[src/rtl/seq_ext_pkg.sv]
// Shared definitions for the serial sync-word extractor.
// Contents:
//   ST_HUNT / ST_PAYLOAD : state encodings (state_e uses them as its values)
//   clog2()              : constant function used to size the bit/history counters
package seq_ext_pkg;

    localparam logic ST_HUNT    = 1'b0;
    localparam logic ST_PAYLOAD = 1'b1;

    typedef enum logic {
        HUNT    = ST_HUNT,
        PAYLOAD = ST_PAYLOAD
    } state_e;

    // Ceiling log2. It returns 0 for an input of 1, so callers that need at
    // least one bit must clamp the result themselves.
    function automatic int clog2(input int value);
        int r;
        int v;
        r = 0;
        v = value - 1;
        while (v > 0) begin
            r = r + 1;
            v = v >> 1;
        end
        return r;
    endfunction

endpackage

[src/rtl/seq_extract_if.sv]
// Bus bundle between a serial line receiver / control logic and seq_extract.
// Signals:
//   din, din_vld        serial bit and its qualifier (driven by master)
//   cfg_en, cfg_pat     block enable and sync word (driven by master)
//   dout, dout_vld      captured payload word and its one-cycle strobe
//   sync_hit            one-cycle strobe on a sync word match
//   busy                high while payload bits are being captured
//   frame_cnt           saturating count of completed frames
// Modports: master = stimulus/control side, slave = the extractor.
interface seq_extract_if #(
    parameter int SYNC_W    = 8,
    parameter int PAYLOAD_W = 8,
    parameter int CNT_W     = 8
);
    logic                 din;
    logic                 din_vld;
    logic                 cfg_en;
    logic [SYNC_W-1:0]    cfg_pat;
    logic [PAYLOAD_W-1:0] dout;
    logic                 dout_vld;
    logic                 sync_hit;
    logic                 busy;
    logic [CNT_W-1:0]     frame_cnt;

    modport master (
        output din, din_vld, cfg_en, cfg_pat,
        input  dout, dout_vld, sync_hit, busy, frame_cnt
    );

    modport slave (
        input  din, din_vld, cfg_en, cfg_pat,
        output dout, dout_vld, sync_hit, busy, frame_cnt
    );
endinterface

[src/rtl/seq_match.sv]
// Sync word history and comparator.
// Ports:
//   clk, rst_n   clock and asynchronous active-low reset
//   clr          empty the history (takes priority over shift_en)
//   shift_en     accept din into the history this cycle
//   din          serial bit
//   pat          sync word, MSB = oldest bit
//   hit          combinational: the history as it will be after this shift
//                holds SYNC_W real bits equal to pat
module seq_match
    import seq_ext_pkg::*;
#(
    parameter int SYNC_W = 8
) (
    input  logic              clk,
    input  logic              rst_n,
    input  logic              clr,
    input  logic              shift_en,
    input  logic              din,
    input  logic [SYNC_W-1:0] pat,
    output logic              hit
);
    localparam int HW = clog2(SYNC_W + 1);
    localparam logic [HW-1:0] HIST_FULL = HW'(SYNC_W);

    logic [SYNC_W-1:0] shreg_q, shreg_d;
    logic [HW-1:0]     hist_cnt_q, hist_cnt_d;

    assign shreg_d    = {shreg_q[SYNC_W-2:0], din};
    assign hist_cnt_d = (hist_cnt_q == HIST_FULL) ? hist_cnt_q : hist_cnt_q + HW'(1);

    // hist_cnt guards against matching on reset/cleared zeros, e.g. an
    // all-zero pattern needs SYNC_W genuinely received zeros.
    assign hit = shift_en && (hist_cnt_d == HIST_FULL) && (shreg_d == pat);

    always_ff @(posedge clk or negedge rst_n) begin
        if (!rst_n) begin
            shreg_q    <= '0;
            hist_cnt_q <= '0;
        end else if (clr) begin
            shreg_q    <= '0;
            hist_cnt_q <= '0;
        end else if (shift_en) begin
            shreg_q    <= shreg_d;
            hist_cnt_q <= hist_cnt_d;
        end
    end
endmodule

[src/rtl/seq_extract.sv]
// Serial sync-word hunter and payload extractor.
// Hunts the din stream for cfg_pat; after a match it captures the next
// PAYLOAD_W bits MSB-first and presents them on dout with a dout_vld pulse.
// Ports:
//   clk, rst_n   clock and asynchronous active-low reset
//   bus          seq_extract_if slave: din/din_vld/cfg_en/cfg_pat in,
//                dout/dout_vld/sync_hit/busy/frame_cnt out (all registered)
module seq_extract
    import seq_ext_pkg::*;
#(
    parameter int SYNC_W    = 8,
    parameter int PAYLOAD_W = 8,
    parameter int CNT_W     = 8
) (
    input  logic clk,
    input  logic rst_n,
    seq_extract_if.slave bus
);
    localparam int BCW = (clog2(PAYLOAD_W) < 1) ? 1 : clog2(PAYLOAD_W);
    localparam logic [BCW-1:0] BC_LAST = BCW'(PAYLOAD_W - 1);

    state_e               state_q, state_d;
    logic [BCW-1:0]       bit_cnt_q, bit_cnt_d;
    logic [PAYLOAD_W-1:0] pay_q, pay_d;
    logic [PAYLOAD_W-1:0] dout_q, dout_d;
    logic                 dout_vld_q, dout_vld_d;
    logic                 sync_hit_q, sync_hit_d;
    logic [CNT_W-1:0]     frame_cnt_q, frame_cnt_d;

    logic                 hist_clr;
    logic                 hist_shift;
    logic                 hit;
    logic [PAYLOAD_W-1:0] pay_shift;

    seq_match #(
        .SYNC_W (SYNC_W)
    ) u_match (
        .clk      (clk),
        .rst_n    (rst_n),
        .clr      (hist_clr),
        .shift_en (hist_shift),
        .din      (bus.din),
        .pat      (bus.cfg_pat),
        .hit      (hit)
    );

    // Payload register with the incoming bit appended at the LSB end.
    generate
        if (PAYLOAD_W == 1) begin : g_pay_one
            assign pay_shift = bus.din;
        end else begin : g_pay_many
            assign pay_shift = {pay_q[PAYLOAD_W-2:0], bus.din};
        end
    endgenerate

    always_comb begin
        state_d     = state_q;
        bit_cnt_d   = bit_cnt_q;
        pay_d       = pay_q;
        dout_d      = dout_q;
        dout_vld_d  = 1'b0;
        sync_hit_d  = 1'b0;
        frame_cnt_d = frame_cnt_q;
        hist_clr    = 1'b0;
        hist_shift  = 1'b0;

        // Disable wins over data: abandon any frame and restart from an
        // empty history; dout and frame_cnt are left untouched.
        if (!bus.cfg_en) begin
            state_d   = HUNT;
            bit_cnt_d = '0;
            pay_d     = '0;
            hist_clr  = 1'b1;
        end else if (bus.din_vld) begin
            case (state_q)
                HUNT: begin
                    hist_shift = 1'b1;
                    if (hit) begin
                        sync_hit_d = 1'b1;
                        state_d    = PAYLOAD;
                        bit_cnt_d  = '0;
                        pay_d      = '0;
                    end
                end
                PAYLOAD: begin
                    // History is frozen here and wiped at frame end so that
                    // payload bits can never form part of the next sync word.
                    pay_d = pay_shift;
                    if (bit_cnt_q == BC_LAST) begin
                        dout_d     = pay_shift;
                        dout_vld_d = 1'b1;
                        if (!(&frame_cnt_q)) begin
                            frame_cnt_d = frame_cnt_q + CNT_W'(1);
                        end
                        state_d   = HUNT;
                        bit_cnt_d = '0;
                        hist_clr  = 1'b1;
                    end else begin
                        bit_cnt_d = bit_cnt_q + BCW'(1);
                    end
                end
                default: begin
                    state_d = HUNT;
                end
            endcase
        end
    end

    always_ff @(posedge clk or negedge rst_n) begin
        if (!rst_n) begin
            state_q     <= HUNT;
            bit_cnt_q   <= '0;
            pay_q       <= '0;
            dout_q      <= '0;
            dout_vld_q  <= 1'b0;
            sync_hit_q  <= 1'b0;
            frame_cnt_q <= '0;
        end else begin
            state_q     <= state_d;
            bit_cnt_q   <= bit_cnt_d;
            pay_q       <= pay_d;
            dout_q      <= dout_d;
            dout_vld_q  <= dout_vld_d;
            sync_hit_q  <= sync_hit_d;
            frame_cnt_q <= frame_cnt_d;
        end
    end

    assign bus.dout      = dout_q;
    assign bus.dout_vld  = dout_vld_q;
    assign bus.sync_hit  = sync_hit_q;
    assign bus.busy      = (state_q == PAYLOAD);
    assign bus.frame_cnt = frame_cnt_q;
endmodule

[src/flat_wrapper.sv]
// flat-port wrapper written by rule: the top's interface ports become plain ports
module seq_extract_flat import seq_ext_pkg::*;
#(
    parameter int SYNC_W    = 8,
    parameter int PAYLOAD_W = 8,
    parameter int CNT_W     = 8
)
  (clk, rst_n, bus_din, bus_din_vld, bus_cfg_en, bus_cfg_pat, bus_dout, bus_dout_vld, bus_sync_hit, bus_busy, bus_frame_cnt);
  seq_extract_if #(.SYNC_W(SYNC_W), .PAYLOAD_W(PAYLOAD_W), .CNT_W(CNT_W)) bus_i ();
  input  logic clk;
  input  logic rst_n;
  input wire logic [$bits(bus_i.din)-1:0] bus_din;
  input wire logic [$bits(bus_i.din_vld)-1:0] bus_din_vld;
  input wire logic [$bits(bus_i.cfg_en)-1:0] bus_cfg_en;
  input wire logic [$bits(bus_i.cfg_pat)-1:0] bus_cfg_pat;
  output wire logic [$bits(bus_i.dout)-1:0] bus_dout;
  output wire logic [$bits(bus_i.dout_vld)-1:0] bus_dout_vld;
  output wire logic [$bits(bus_i.sync_hit)-1:0] bus_sync_hit;
  output wire logic [$bits(bus_i.busy)-1:0] bus_busy;
  output wire logic [$bits(bus_i.frame_cnt)-1:0] bus_frame_cnt;
  assign bus_i.din = bus_din;
  assign bus_i.din_vld = bus_din_vld;
  assign bus_i.cfg_en = bus_cfg_en;
  assign bus_i.cfg_pat = bus_cfg_pat;
  assign bus_dout = bus_i.dout;
  assign bus_dout_vld = bus_i.dout_vld;
  assign bus_sync_hit = bus_i.sync_hit;
  assign bus_busy = bus_i.busy;
  assign bus_frame_cnt = bus_i.frame_cnt;
  seq_extract #(.SYNC_W(SYNC_W), .PAYLOAD_W(PAYLOAD_W), .CNT_W(CNT_W)) u_core (.clk(clk), .rst_n(rst_n), .bus(bus_i));
endmodule
[config.mk]
export PLATFORM = sky130hd
export DESIGN_NAME = seq_extract_flat
export DESIGN_NICKNAME = d
export VERILOG_FILES = /design/src/rtl/seq_ext_pkg.sv /design/src/rtl/seq_extract_if.sv /design/src/rtl/seq_match.sv /design/src/rtl/seq_extract.sv /design/src/flat_wrapper.sv
export SDC_FILE = /design/constraint.sdc
export NUM_CORES = 1
export LEC_CHECK = 0
export ABC_AREA = 1
export CAP_MARGIN = 20
export CORE_MARGIN = 1.5
export CORE_UTILIZATION = 45
export DETAILED_ROUTE_END_ITERATION = 10
export GPL_ROUTABILITY_DRIVEN = 0
export PLACE_DENSITY = 0.66
export SLEW_MARGIN = 5
export SYNTH_ARGS = -nofsm -noshare
export SYNTH_HDL_FRONTEND = slang
export SYNTH_SLANG_ARGS = --single-unit
export TNS_END_PERCENT = 30
[constraint.sdc]
create_clock -name clk -period 2.4 [get_ports clk]
set_input_delay 0.72 -clock clk [delete_from_list [all_inputs] [get_ports clk]]
set_output_delay 0.72 -clock clk [all_outputs]
set_load 0.005 [all_outputs]
# ---- Word-level counts from Yosys, hierarchy flattened
# Index checks and enable logic that the tools add are counted.
dict set report totals {
  elab_cells 57
  regBits 40
  out_inout_bits 19
}
dict set report classes {
  n_mux 30
  n_addsub 3
  n_eq_ne 6
  bitwise 2
  reduce_logical 7
}
# cell count
set op_table {}
lappend op_table {{2-to-1 mux 7 bit} 5}
lappend op_table {{2-to-1 mux 1 bit} 15}
lappend op_table {{one-hot mux 7 bit (2 select lines)} 1}
lappend op_table {{2-to-1 mux 3 bit} 4}
lappend op_table {{2-to-1 mux 4 bit} 3}
lappend op_table {{adder 8 x 1 -> 8 bit, second input constant} 1}
lappend op_table {{== test 4 bit, second input constant} 2}
lappend op_table {{== test 8 bit} 1}
lappend op_table {{AND reduction 8 bit} 1}
lappend op_table {{one-hot mux 3 bit (2 select lines)} 1}
lappend op_table {{AND reduction 5 bit} 1}
lappend op_table {{adder 4 x 1 -> 4 bit, second input constant} 1}
lappend op_table {{AND reduction 4 bit} 1}
lappend op_table {{adder 3 x 1 -> 3 bit, second input constant} 1}
lappend op_table {{== test 3 bit, second input constant} 1}
lappend op_table {{!= test 3 x 2 -> 1 bit, second input constant} 1}
lappend op_table {{logical AND 1 bit} 2}
lappend op_table {{!= test 2 bit, second input constant} 1}
lappend op_table {{inverter 1 bit} 2}
lappend op_table {{one-hot mux 1 bit (2 select lines)} 1}
lappend op_table {{AND reduction 2 bit} 1}
lappend op_table {{nonzero test 2 bit} 1}

# ---- Depth between registers and ports, before layout
# Gate-level depths: netlist of the first run.
dict set report logic_depth {
  word_depth 9
  ltp_mapped 11
  mapped_depth_nobuf 11
}

# ---- Hierarchy
# From an unflattened synthesis of the first run, not the netlist that was laid out.
dict set report hier_totals {
  cells_unflattened 240
  hier_area_um2 1994.4
}
# mod n_inst cells_each area_per_inst_um2
set modules_own_cells {}
lappend modules_own_cells {seq_extract 1 145 1310.0}
lappend modules_own_cells {seq_match 1 95 684.4}

# ---- Least setup slack after synthesis of the first run
# Ideal clock, no wire load.
dict set report synth_path {
  path_kind {reg2reg}
  from {reg u_core.bit_cnt_q[0]}
  to {reg u_core.frame_cnt_q[5], in the netlist u_core.bus.frame_cnt[5]}
  synth_period_minus_slack_ns 1.652
  setup_time_ns 0.123
  setup_slack_ns 0.748
  stages_incl_launch_ff 10
  required_time_ns 2.277
  t_arrival_ns 1.529
  path_cell_list {dfrtp_1 ha_1 ha_1 nand2_2 nor2_8 inv_4 o21bai_4 nor2_4 nand3_1 xor2_1}
}
dict set report synth_via {
  elab_chain_cells 2
}
# element line
set synth_rtl {}
lappend synth_rtl {{start: declaration} seq_extract.sv:23} ;# logic [BCW-1:0] bit_cnt_q, bit_cnt_d;
lappend synth_rtl {{start signal: assignment} seq_extract.sv:120} ;# bit_cnt_q <= bit_cnt_d;
lappend synth_rtl {{== test 3 bit} seq_extract.sv:89} ;# if (bit_cnt_q == BC_LAST) begin
lappend synth_rtl {{AND reduction 5 bit (no source line)} n/a}
lappend synth_rtl {{end signal: assignment} seq_extract.sv:125} ;# frame_cnt_q <= frame_cnt_d;
lappend synth_rtl {{end: declaration} seq_extract.sv:28} ;# logic [CNT_W-1:0] frame_cnt_q, frame_cnt_d;
# Every way passes these cells.
# A chain may end at the register's enable or synchronous reset.

# ---- Worst setup path after layout of the first run
dict set report layout_path {
  from {in bus_din_vld}
  to {reg u_core.bit_cnt_q[2]}
}
dict set report layout_via {
  elab_chain_cells 6
}
# element line
set layout_rtl {}
lappend layout_rtl {{start: declaration} flat_wrapper.sv:13} ;# input wire logic [$bits(bus_i.din_vld)-1:0] bus_din_vld;
lappend layout_rtl {{2-to-1 mux 1 bit} seq_extract.sv:74} ;# end else if (bus.din_vld) begin
lappend layout_rtl {{2-to-1 mux 1 bit} seq_extract.sv:69} ;# if (!bus.cfg_en) begin
lappend layout_rtl {{logical AND 1 bit (2 in a row)} seq_match.sv:34} ;# assign hit = shift_en && (hist_cnt_d == HIST_FULL) && (shreg_d == pat);
lappend layout_rtl {{!= test 3 x 2 -> 1 bit (no source line)} n/a}
lappend layout_rtl {{AND reduction 2 bit (no source line) (*)} n/a}
# Every way passes the cells marked *; elsewhere a longest branch is shown, timed or not.

==> results.toml, run 1 <==
[outcome]
status = "completed"

[clock_network]
clk_path_buf_depth = 2
cts_tree = "yes"
cts-root-buf = "clkbuf_8"
htree_levels = 2
cts_buffers = 5
cts_setup_buffers = 0
clkLatencyLatePin_ns = 0.29
cts_sinks = 40
clkTransAtPathRegs_ns = 0.08
cts_resized = 0
cts_hold_buf = 0

[timing]
finalClockSkew_ns = 0.007327
finalSetupViolCount = 0
fin_crit_sh_pct = 86.34
rsz0062_at_grt = "false"
drv_slew = 0
fin_hold_ws_ns = 0.4706
worst_pin_slew_ns = 0.4956
hold_violations = 0
finalSetupTns_ns = 0
post-route-min-period_ns = 2.072
max_freq_mhz = 482.6
slew_headroom_pct = 66.96

[placed_design]
placed_cells = 326
hpwl_um = 2807
placed_area_um2 = 2407
io_buffer_count = 31

[detailed_routing]
drt-initial-drc-count = 81
dr.pass1.iters = 4
wirelength_um = 3771
viasPerCell = 4.805
post-route-drc-count = 0
routed-via-count = 1605
postRouteAntennaNets = 0
wl_per_cell_um = 11.29

[yosys]
synth-edff-count = 0
ys.warnings.count = 0
async_flop_share_pct = 100.0
synth_ff_type = "dfrtp_1"
synth_cells = 240
synthesis.nets = 258
postSynthAreaPerCell_um2 = 8.352
yosysSeqAreaShare_pct = 49.94
synthDistinctLibCells = 26
synthesis.area_um2 = 2004
ys_ff_latch = 40

[critical_path]
worstPathArrival_ns = 2.26
crit_family = "simple AND/OR/NAND/NOR gates"
cpMostUsedCell = "nand2_1"
slowest_stage = "clkdlybuf4s50_1"
max_stage_delay_ns = 0.59
path_cells = "clkdlybuf4s50_1 > inv_1 > nor2_4 > nand2_1 > nor2_1 > nand3_1 > nand2_2 > nand2_4 > nand2_1 > nand2_1"
end_kind = "flop"
critPathBufInv = 2
path_class = "input pin to flop"
critPathRequiredTime_ns = 2.58
cp_max_fo = 10
start_kind = "input pin"

[grt]
grtUsageTotal_pct = 17.38
grt_overflow_total = 0
antenna_found_initial = 0
grt_pass1_wl_um = 6810
grt_max_degree = 41
grt_pass1_vias = 1526

[final_layout]
multiInputGateArea_um2 = 860.8
stdcell_count = 334
ff_latch_area_um2 = 1001
design_area_um2 = 2495
fillers = 403
area_growth_pct = 24.47
num_antenna_cells = 0
fin_nets = 299
final_layout_size_suffix_gt1_share_pct = 9.929

[floorplan]
core_um2 = 4324
dieArea_um2 = 4864
initial_core_util_pct = 46.35
die_w_um = 69.74
chipHeight_um = 69.74
io_pins = 32
rows = 24

[power]
power_mw = 1.251
power_density_nw_per_um2 = 501.5
max-vdd-ir-drop_mv = 0.4475
power.leakage_nw = 1.289

[run]
cap_violations = 0

[hold_path]
hold_path.class = "flop to flop"
==> synthesized netlist by cell type (2+ instances only) <==
library cell  count  area [µm²]
nand3_1          10       50.05
nand2_1          82       307.8
nor3b_1           2       15.01
nor2_1           14       52.55
inv_2             2       7.510
clkbuf_1          2       7.510
xnor2_1           2       17.52
ha_1              5       62.56
nor3_1            2       10.01
nor2_4            2       22.52
o21ai_0           5       25.02
a21oi_1           2       10.01
o22ai_1           8       50.05
dfrtp_1          40        1001
inv_1            29       108.9
nand2_2           4       25.02
xor2_1            7       61.31
nand4_1          14       87.58
==> power by group <==
part	internal, mW	switching, mW	total [mW]
combinational	0.0481	0.0738	0.122
clock	0.203	0.239	0.442
sequential	0.682	0.00602	0.688
total	0.932	0.319	1.25
==> through the flow <==
stage	util [%]	worst slack, ns
floorplan	-	0.7484
global placement	55.67	0.08180
detailed placement	55.67	0.01513
CTS	57.70	0.3280
global route	57.70	0.1423
finish	57.70	0.3278
==> state kept, by name, indices dropped and copies added (netlist names) <==
| register | cells |
|---|---|
| u_core.bus.dout | 8 |
| u_core.bus.frame_cnt | 8 |
| u_core.pay_q | 7 |
| u_core.u_match.shreg_q | 7 |
| u_core.u_match.hist_cnt_q | 4 |
| u_core.bit_cnt_q | 3 |
| u_core.bus.busy | 1 |
| u_core.bus.dout_vld | 1 |
| u_core.bus.sync_hit | 1 |
==> worst reg2reg max path: cells and delay by family (launching register included) <==
kind | cells | cell delay, ns
simple gates | 4 | 0.45
flops | 1 | 0.37
buf+inv | 1 | 0.07
compound gates | 1 | 0.22
xor+xnor | 1 | 0.15
fa+ha+maj | 2 | 0.35
==> layout by cell type, fill, tap and decap left out <==
master / n
nor2_4: 2
o21a_1: 1
clkinv_2: 2
inv_4: 1
nand2_2: 4
nand4_1: 14
nand2_4: 1
buf_4: 7
nor2_1: 14
o21ai_0: 5
nor3_1: 2
inv_1: 29
a21oi_1: 2
a31oi_1: 1
xnor2_1: 2
xor2_1: 7
nand3_1: 10
ha_1: 5
o22ai_1: 8
dfrtp_1: 40
clkdlybuf4s50_1: 30
buf_2: 1
clkinv_4: 1
clkbuf_8: 5
nor2_8: 1
o21bai_4: 1
nor3b_1: 2
inv_2: 2
nand2_1: 82
==> logic make-up after synthesis <==
group	after synthesis	synth area share (%)
xor+xnor	9	3.933
compound gates	18	5.868
fa+ha+maj	5	3.121
buf+inv	36	7.116
flops	40	49.94
simple gates	132	30.02
==> cell type report <==
type	instances	area share, %
flip-flops and latches	40	40.12
multi-input cells	164	34.50
repair buffers	38	14.34
inverters	32	4.915
clock buffers	5	2.758
well taps	52	2.608
clock inverters	3	0.7523
==> layer usage <==
metal	vias to the layer above	global-route usage, %	part of all wire [%]
met5	-	0	0
met4	0	5.128	1.3
met3	6	4.506	4.0
met2	27	27.88	46
met1	727	23.37	48
li1	845	-	-
==> worst paths after layout <==
path                                startpoint                   endpoint  slack, ns  cells after the start
max reg2reg                u_core.bit_cnt_q[0]    u_core.bus.frame_cnt[5]       0.68                      9
max                                bus_din_vld        u_core.bit_cnt_q[2]       0.33                     10
min                         u_core.bus.dout[6]         u_core.bus.dout[6]       0.47                      2
min reg2reg                 u_core.bus.dout[6]         u_core.bus.dout[6]       0.47                      2
min in group asynchronous                rst_n    u_core.bus.frame_cnt[3]       0.48                      2
max in group asynchronous                rst_n  u_core.u_match.shreg_q[4]       1.58                      2
(Power assumes the default switching activity.)
==> run 2, diff against run 1 <==
CORE_MARGIN = not set   (was 1.5)
==> results.toml, run 2 (synthesized netlist as in run 1, its figures left out) <==
[placed_design]
io_buffer_count = 31
hpwl_um = 2821

[critical_path]
slowest_stage = "dfrtp_1"
path_cells = "clkdlybuf4s50_1"
crit_family = "flip-flops"
critPathRequiredTime_ns = 1.68
worstPathArrival_ns = 1.48
max_stage_delay_ns = 0.61
end_kind = "primary output"
cp_max_fo = 12
path_class = "flop to primary output"
critPathBufInv = 1
start_kind = "flop"

[outcome]
status = "completed"

[detailed_routing]
postRouteAntennaNets = 0
wirelength_um = 3886
dr.pass1.iters = 4
viasPerCell = 4.921
drt-initial-drc-count = 63
routed-via-count = 1629
post-route-drc-count = 0
wl_per_cell_um = 11.74

[grt]
grt_pass1_wl_um = 6492
antenna_found_initial = 0
grt_max_degree = 41
grtUsageTotal_pct = 19.07
grt_pass1_vias = 1500
grt_overflow_total = 0

[clock_network]
cts_tree = "yes"
clk_path_buf_depth = 2
htree_levels = 2
cts_sinks = 40
clkLatencyLatePin_ns = 0.30
cts_resized = 0
clkTransAtPathRegs_ns = 0.08
cts_hold_buf = 0
cts_buffers = 5
cts-root-buf = "clkbuf_8"
cts_setup_buffers = 0

[timing]
worst_pin_slew_ns = 0.5095
hold_violations = 0
slew_headroom_pct = 66.04
rsz0062_at_grt = "false"
fin_crit_sh_pct = 91.73
post-route-min-period_ns = 2.202
finalClockSkew_ns = 0.007618
finalSetupTns_ns = 0
drv_slew = 0
finalSetupViolCount = 0
max_freq_mhz = 454.2

[floorplan]
rows = 23
chipHeight_um = 68.74
core_um2 = 4144
die_w_um = 68.74
io_pins = 32
initial_core_util_pct = 48.37
dieArea_um2 = 4725

[final_layout]
final_common_cell = "nand2_1"
area_growth_pct = 25.34
fin_nets = 298
final_layout_size_suffix_gt1_share_pct = 9.609
num_antenna_cells = 0
ff_latch_area_um2 = 1001
final_cell_mix = "nand2_1, dfrtp_1, clkdlybuf4s50_1"
fillers = 388
multiInputGateArea_um2 = 860.8

[power]
power.leakage_nw = 1.291
power_density_nw_per_um2 = 545.8
max-vdd-ir-drop_mv = 0.3421
power_mw = 1.371

[hold_path]
hold_path.class = "input pin to asynchronous set/reset pin"

[run]
cap_violations = 0
[run 2: cell types whose count changed in the layout (fill, tap and decap cells not counted), sizes merged]
cell,change
bufinv,+1
clkinv,-3
buf,-1
inv,+1
clkinvlp,+1
[run 2: power by group]
group	internal, mW	switching (mW)	leakage [nW]
combinational	0.0478	0.0735	0.696
clock	0.313	0.249	0.0548
sequential	0.682	0.00581	0.539
[run 2: cell type report]
cell class	instances	area share (%)
clock inverter	3	1.843
timing repair buffer	37	13.94
sequential	40	39.84
multi-input combinational	164	34.26
clock buffer	5	2.739
inverter	32	4.880
tap	50	2.490
[run 2: worst paths after layout]
kind / start / to / slack [ns] / cells after the start
max: u_core.bus.busy / bus_busy / 0.20 / 1
min: rst_n / u_core.bus.frame_cnt[7] / 0.47 / 2
max reg2reg: u_core.bit_cnt_q[0] / u_core.bus.frame_cnt[5] / 0.64 / 9
min reg2reg: u_core.bus.dout[5] / u_core.bus.dout[5] / 0.47 / 2
max in group asynchronous: rst_n / u_core.u_match.hist_cnt_q[1] / 1.57 / 2
min in group clk: u_core.bus.dout[5] / u_core.bus.dout[5] / 0.47 / 2
[run 2: worst register-to-register path, stage by stage, from the launching register on]
cell and delay [ns]:
dfrtp_1 0.38, ha_1 0.16, ha_1 0.20, nand2_2 0.13, nor2_8 0.15, inv_4 0.07
o21bai_4 0.22, nor2_4 0.11, nand3_1 0.09, xor2_1 0.15
[run 2: stage by stage]
stage / util [%] / cells / hold WS (ns) / setup WS, ns / instance area [µm²]
after floorplan: - / 240 / 0.4244 / 0.7484 / 2004
after global placement: 57.85 / 323 / 0.4571 / 0.08495 / 2397
after detailed placement: 57.85 / 323 / 0.4584 / 0.07830 / 2397
after CTS: 60.63 / 331 / 0.4796 / 0.1854 / 2512
after global routing: 60.63 / 331 / 0.5027 / 0.1106 / 2512
final: 60.63 / 331 / 0.4703 / 0.1985 / 2512
[run 2: layer usage]
layer / GRT usage (%) / vias to the layer above / part of all wire [%]
met5: 0 / - / 0
met4: 8.418 / 0 / 1.5
met3: 3.947 / 5 / 3.8
met2: 34.44 / 32 / 49
met1: 21.51 / 744 / 46
li1: - / 848 / -
==> run 3, diff against run 2 <==
SYNTH_HIERARCHICAL = 1   (was not set)
==> results.toml, run 3 <==
[outcome]
status = "completed"

[final_layout]
stdcell_count = 336
fin_util_pct = 61.57
area_growth_pct = 27.04
fin_nets = 303
final_layout_size_suffix_gt1_share_pct = 16.78
num_antenna_cells = 0
final_cell_mix = "nand2_1, dfrtp_1, inv_1"
final_common_cell = "nand2_1"

[clock_network]
cts_sinks = 40
clk_path_buf_depth = 2
cts_buffers = 5
cts-root-buf = "clkbuf_8"
clkLatencyLatePin_ns = 0.30
cts_tree = "yes"
clkTransAtPathRegs_ns = 0.09
cts_hold_buf = 0
htree_levels = 2

[floorplan]
initial_core_util_pct = 48.46
die_w_um = 68.58
io_pins = 32
rows = 23
core_um2 = 4115
dieArea_um2 = 4703
chipHeight_um = 68.58

[power]
max-vdd-ir-drop_mv = 0.3775
power.leakage_nw = 1.186
power_density_nw_per_um2 = 550.1

[grt]
grt_overflow_total = 0
grtUsageTotal_pct = 20.07
antenna_found_initial = 0
grt_use_met3_pct = 6.086
grt_max_degree = 41
grt_pass1_vias = 1526
grtUsageMet1_pct = 27.42
busiest_layer = "met2"
use_met2_pct = 30.02
grt_pass1_wl_um = 6810

[yosys]
synth_cells = 240
synth_most_common_cell = "nand2_1"
synth_top_area_cell = "dfrtp_1"
ys.warnings.count = 6
yosys-top-cells-count = "nand2_1, dfrtp_1, inv_1"
synth_ff_type = "dfrtp_1"
netlist.area_leader.share_pct = 50.19
synthTopCellsByArea = "dfrtp_1, nand2_1, inv_1, o22ai_1, nand3_1"
synthesis.area_um2 = 1994
yosysSeqAreaShare_pct = 50.19
postSynthAreaPerCell_um2 = 8.310
synth-edff-count = 0
synthDistinctLibCells = 21
ys_ff_latch = 40
synthesis.nets = 258
async_flop_share_pct = 100.0

[critical_path]
worstPathArrival_ns = 2.39
critPathRequiredTime_ns = 2.56
end_kind = "flop"
path_class = "input pin to flop"
start_kind = "input pin"
crit_family = "simple AND/OR/NAND/NOR gates"
slowest_stage = "clkdlybuf4s50_1"
path_cells = "clkdlybuf4s50_1 > nand2_1 > nor2_2 > inv_2 > nor2_4 > nand2_2 > nor2_2 > nand2_1 > nor2_1 > nand2_1 > nor2_2 > o21ai_1 > buf_4 > nand3_1 > o21ai_0"
max_stage_delay_ns = 0.47
critPathBufInv = 3
cp_max_fo = 3

[timing]
hold_violations = 0
fin_crit_sh_pct = 92.64
drv_slew = 0
finalSetupViolCount = 0
fin_hold_ws_ns = 0.4678
finalClockSkew_ns = 0.008133
slew_headroom_pct = 66.62
post-route-min-period_ns = 2.223
worst_pin_slew_ns = 0.5007
max_freq_mhz = 449.8

[detailed_routing]
viasPerCell = 4.866
dr.pass1.iters = 4
postRouteAntennaNets = 0
wirelength_um = 3896
wl_per_cell_um = 11.60
drt-initial-drc-count = 143
post-route-drc-count = 0
routed-via-count = 1635

[placed_design]
io_buffer_count = 31
placed_cells = 328
hpwl_um = 2788

[run]
cap_violations = 0

[hold_path]
hold_path.class = "input pin to asynchronous set/reset pin"
run 3: metal layers:
layer,share of wire [%],vias to the layer above
met1,50,761
met5,0,-
met4,1.3,0
met2,44,23
li1,-,846
met3,4.1,5
run 3: cells by family (layout without fill, tap and decap cells):
group	Yosys count	in the layout	share of synthesized area, %
fa+ha+maj	5	5	3.137
xor+xnor	4	4	1.757
simple gates	116	116	25.78
flops	40	40	50.19
compound gates	33	33	10.79
buf+inv	42	88	8.344
run 3: worst paths after layout:
path                       depth (start not counted)                         start  slack (ns)                  end
setup / recovery                                  15                   bus_din_vld        0.18  u_core/bit_cnt_q[1]
hold / removal                                     2                         rst_n        0.47   u_core/bus.dout[1]
setup reg to reg                                  13  u_core/u_match/hist_cnt_q[0]        0.49  u_core/bit_cnt_q[1]
hold reg to reg                                    2            u_core/bus.dout[6]        0.49   u_core/bus.dout[6]
max in group asynchronous                          2                         rst_n        1.59      u_core/pay_q[0]
min in group clk                                   2            u_core/bus.dout[6]        0.49   u_core/bus.dout[6]
run 3: power by group:
| group | total [mW] | internal (mW) | switching, mW |
|---|---|---|---|
| logic | 0.129 | 0.0612 | 0.0675 |
| registers | 0.695 | 0.686 | 0.00891 |
| clock network | 0.570 | 0.313 | 0.257 |
run 3: timing repair:
action                     in CTS  in global routing
resized for setup               0                  2
buffers inserted                0                  0
setup endpoints to repair       0                  9
run 3: cell type report:
type | count | area, µm²
Sequential cell | 40 | 1001
Multi-Input combinational cell | 158 | 832.0
Fill cell | 391 | 1582
Inverter | 40 | 150.1
Clock buffer | 5 | 68.82
Tap cell | 50 | 62.56
Clock inverter | 3 | 46.29
Timing Repair Buffer | 40 | 372.9
run 3: stage by stage:
stage	TNS (ns)	setup slack [ns]	instance area [µm²]	total power, mW
floorplan	0	0.1885	1994	0.7668
global placement	-1.267	-0.1349	2414	0.8366
detailed placement	-1.708	-0.1840	2414	0.8375
CTS	0	0.1342	2529	1.409
global route	-0.01897	-0.01897	2534	1.463
finish	0	0.1766	2534	1.394
